`src/rtl/router_sync13.sv`:
```
// router_sync13: address latch, write steering, full mux and per-port watchdog for a 1x3 router
//   clk, resetn (sync, active-low)
//   detect_add, data_in[1:0]         : header address capture
//   write_en_reg -> write_enb[2:0]    : one-hot write steering by latched address
//   full_0..2    -> fifo_full         : full flag of the addressed FIFO
//   empty_0..2   -> vld_out_0..2      : port has data
//   read_en_0..2                      : reads that keep the watchdogs quiet
//   soft_reset_0..2                   : one-cycle timeout pulse per port
module router_sync13 #(
  parameter int TIMEOUT = 30
) (
  input  logic       clk,
  input  logic       resetn,
  input  logic       detect_add,
  input  logic [1:0] data_in,
  input  logic       write_en_reg,
  input  logic       read_en_0,
  input  logic       read_en_1,
  input  logic       read_en_2,
  input  logic       empty_0,
  input  logic       empty_1,
  input  logic       empty_2,
  input  logic       full_0,
  input  logic       full_1,
  input  logic       full_2,
  output logic       fifo_full,
  output logic [2:0] write_enb,
  output logic       vld_out_0,
  output logic       vld_out_1,
  output logic       vld_out_2,
  output logic       soft_reset_0,
  output logic       soft_reset_1,
  output logic       soft_reset_2
);
  localparam int CW = $clog2(TIMEOUT);
  localparam logic [CW-1:0] LAST = CW'(TIMEOUT - 1);
  logic [1:0] addr_q, addr_d;
  logic [2:0] vld, rd, sr_q, sr_d;
  logic [2:0][CW-1:0] cnt_q, cnt_d;
  logic [3:0] oh, full_x;
  assign vld = ~{empty_2, empty_1, empty_0};
  assign rd = {read_en_2, read_en_1, read_en_0};
  // address 11 shifts the one-hot into bit 3 and selects the tied-low full bit
  assign oh = 4'b0001 << addr_q;
  assign full_x = {1'b0, full_2, full_1, full_0};
  always_comb begin
    addr_d = detect_add ? data_in : addr_q;
    write_enb = write_en_reg ? oh[2:0] : 3'b000;
    fifo_full = full_x[addr_q];
    sr_d = '0;
    cnt_d = '0;
    for (int n = 0; n < 3; n++) begin
      sr_d[n] = vld[n] && !rd[n] && cnt_q[n] == LAST;
      cnt_d[n] = (!vld[n] || rd[n] || cnt_q[n] == LAST) ? '0 : cnt_q[n] + 1'b1;
    end
  end
  always_ff @(posedge clk) begin
    if (!resetn) begin
      addr_q <= 2'b11;
      cnt_q <= '0;
      sr_q <= '0;
    end else begin
      addr_q <= addr_d;
      cnt_q <= cnt_d;
      sr_q <= sr_d;
    end
  end
  assign vld_out_0 = vld[0];
  assign vld_out_1 = vld[1];
  assign vld_out_2 = vld[2];
  assign soft_reset_0 = sr_q[0];
  assign soft_reset_1 = sr_q[1];
  assign soft_reset_2 = sr_q[2];
endmodule
```
`config.mk`:
```
export PLATFORM = sky130hd
export DESIGN_NAME = router_sync13
export DESIGN_NICKNAME = d
export VERILOG_FILES = /design/src/rtl/router_sync13.sv
export SDC_FILE = /design/constraint.sdc
export NUM_CORES = 1
export LEC_CHECK = 0
export ABC_AREA = 1
export BUFFER_PORTS_ARGS = -buffer_cell sky130_fd_sc_hd__buf_2
export CAP_MARGIN = 20
export CORE_MARGIN = 4
export CORE_UTILIZATION = 50
export DETAILED_ROUTE_END_ITERATION = 12
export PLACE_DENSITY = 0.77
export SETUP_SLACK_MARGIN = 0.02
export SYNTH_ARGS = -nofsm -noshare
export SYNTH_HDL_FRONTEND = slang
export SYNTH_SLANG_ARGS = --single-unit
```
`constraint.sdc`:
```
create_clock -name clk -period 2.6 [get_ports clk]
set_clock_uncertainty 0.2 [all_clocks]
set_input_delay 0.52 -clock clk [delete_from_list [all_inputs] [get_ports clk]]
set_output_delay 0.52 -clock clk [all_outputs]
set_load 0.01 [all_outputs]
```
==> flow_summary_export.csv <==
group,metric,value,unit
place,dpl_cell_area,0.00108,mm2
yosys,yosysTopAreaCell,"dfxtp_1",
pwr,vdd_ir_drop_max,0.339,mV
floorplan,dieHeight,51.1,um
layout,area_delta_synth_final,20.2,%
yosys,yosysWarningCount,0,
layout,layout.nets,178,
yosys,yosys.cell_count.top_type,"nand2_1",
yosys,synth.ff_latch_count,20,
critical_path,startpoint_type,"flop",
cts,worstSkewPairLatency,290,ps
cts,cts_root_buf,"clkbuf_4",
cts,clk_pin_slew,110,ps
sta,tns,0,ps
min_path,min_path_type,"in -> reg",
detailed_routing,ant_nets,0,
floorplan,core_area,0.00175,mm2
layout,num_antenna_cells,0,
yosys,yosysUniqueCellTypes,14,
global_routing,globalRouteTotalUtil,0.146,
sta,drv_slew,0,
yosys,async_flop_share,0,
cts,post_cts_resized,0,
global_routing,grt_pass1_vias,710,
min_path,worstHoldStart,"data_in[0]",
status,outcome,"finished clean",
run,cap_violations,0,
place,hpwlAfterDp,1270,um
cts,cts_tree,"done",
detailed_routing,drt-initial-drc-count,7,
min_path,hold_depth,3,
floorplan,start_util,0.531,
critical_path,ff2ff_path_depth,6,
global_routing,antenna_found_initial,0,
sta,worst_pin_slew,213,ps
critical_path,crit_arrival,1100,ps
detailed_routing,drt-pass1-iter-count,4,
cts,cts_sinks,20,
layout,fin_area,0.00111,mm2
sta,clock.fmax,550,MHz
sta,hold_viol,0,
sta,fin_crit,1820,ps
critical_path,cp_max_fo,4,
critical_path,critPathKind,"reg -> out",
cts,post_cts_buffers,0,
global_routing,grt_pass1_wl,2920,um
critical_path,crit_required,1880,ps
yosys,syn_area_per_cell,7.24,um2
place,io_buffers,24,
place,gp_congestion,0.716,
detailed_routing,wirelength,1630,um
cts,cts-hold-fix-buffers,0,
global_routing,gr-total-overflow,0,
pwr,powerDensity,478,mW/mm2
pwr,p_leak,0.555,nW
global_routing,grt_max_degree,12,
critical_path,rr_startpoint,"cnt_q[0]$_SDFF_PP0_",
yosys,yosysTopAreaCellShare,0.432,
yosys,ys_top_cells_by_count,"nand2_1, inv_1, nor2_1",
critical_path,end_kind,"output port",
detailed_routing,drc,0,
critical_path,r2r-end,"cnt_q[0]$_SDFF_PP0_",
layout,layout-drive-gt1-share,0.244,
yosys,synth_nets,149,
yosys,yosysSeqAreaShare,0.432,
floorplan,dieWidth,51.1,um
cts,htree_levels,1,
detailed_routing,via_per_inst,4.48,
yosys,syn_area,927,um2
floorplan,io_pins,25,
cts,clk_path_buf_depth,2,
yosys,synth_ff_type,"dfxtp_1",
sta,slew_headroom,0.857,
sta,rsz0062_at_grt,"no",
layout,fillers,155,
floorplan,rows,15,
yosys,synthCells,128,
cts,cts_buffers,3,
sta,finalCritPeriodShare,0.699,
floorplan,die_area,0.00261,mm2
sta,report.final.setup_viol,0,
detailed_routing,wl_per_cell,9.02,um
critical_path,r2r_slack,1340,ps
min_path,holdPathEnd,"addr_q[0]$_SDFFE_PN1P_",
detailed_routing,route.vias.total,811,
yosys,synth_edf_count,0,
yosys,synthTopCellsByArea,"dfxtp_1, nand2_1, inv_1",
==> layout by cell type (no fill, tap or decap) <==
master / netlist / final
ha_1: 6 / 6
nand2_1: 23 / 23
dfxtp_1: 20 / 20
inv_1: 22 / 22
nand3_1: 10 / 10
nand4_1: 6 / 6
nor2_1: 21 / 21
a21oi_1: 2 / 2
xnor2_1: 3 / 3
nor2_2: 3 / 3
o21ai_0: 2 / 2
clkbuf_8: 0 / 1
buf_2: 0 / 24
inv_2: 3 / 3
nand2_2: 4 / 4
nor3_1: 3 / 3
clkbuf_4: 0 / 3
==> per-layer routing <==
| layer | track usage | up-vias | share of wire |
|---|---|---|---|
| li1 | - | 450 | - |
| met1 | 0.182 | 332 | 0.49 |
| met2 | 0.230 | 27 | 0.40 |
| met3 | 0.0525 | 2 | 0.10 |
| met4 | 0.0538 | 0 | 0.010 |
| met5 | 0 | - | 0 |
==> worst max-delay path: stages, from the launching register on <==
cell,delay (ps)
dfxtp_1,400
inv_1,100
nor3_1,160
buf_2,160
==> sequential cells by signal, summed over array words and instances, names as in the netlist <==
signal / flops
sr_q: 3
addr_q: 2
cnt_q: 15
==> stage by stage <==
step | std cells | utilization | setup slack [ps] | total power [mW] | hold slack (ps)
CTS | 181 | 0.639 | 778 | 0.538 | 228
finish | 181 | 0.639 | 782 | 0.533 | 231
global route | 181 | 0.639 | 676 | 0.557 | 232
detailed placement | 177 | 0.618 | 975 | 0.363 | 275
floorplan | 128 | - | 1060 | 0.342 | 245
global placement | 177 | 0.618 | 982 | 0.362 | 263
==> final cells by class <==
cell class                      instances  area, um2  area share
Clock buffer                            4       36.3      0.0325
Inverter                               25       93.8      0.0842
Multi-Input combinational cell         83        433       0.388
Sequential cell                        20        400       0.359
Tap cell                               25       31.3      0.0281
Timing Repair Buffer                   24        120       0.108
==> worst max-delay path by stage <==
stage / startpoint / endpoint / depth (start not counted)
floorplan: write_en_reg / write_enb[0] / 2
global placement: write_en_reg / write_enb[1] / 4
detailed placement: write_en_reg / write_enb[0] / 4
CTS: addr_q[0]$_SDFFE_PN1P_ / write_enb[1] / 3
global route: addr_q[0]$_SDFFE_PN1P_ / write_enb[1] / 3
finish: addr_q[1]$_SDFFE_PN1P_ / write_enb[2] / 3
==> kinds of logic after synthesis <==
group / after synthesis / synth area share
simple gates: 70 / 0.336
compound gates: 4 / 0.0216
xor+xnor: 3 / 0.0283
fa+ha+maj: 6 / 0.0810
flops: 20 / 0.432
buf+inv: 25 / 0.101
==> report_power, final <==
part | switching [mW] | leakage, nW | internal [mW]
sequential | 0.00524 | 0.162 | 0.311
clock | 0.0915 | 0.0210 | 0.0852
combinational | 0.0211 | 0.372 | 0.0186
(Power assumes the default switching activity.)
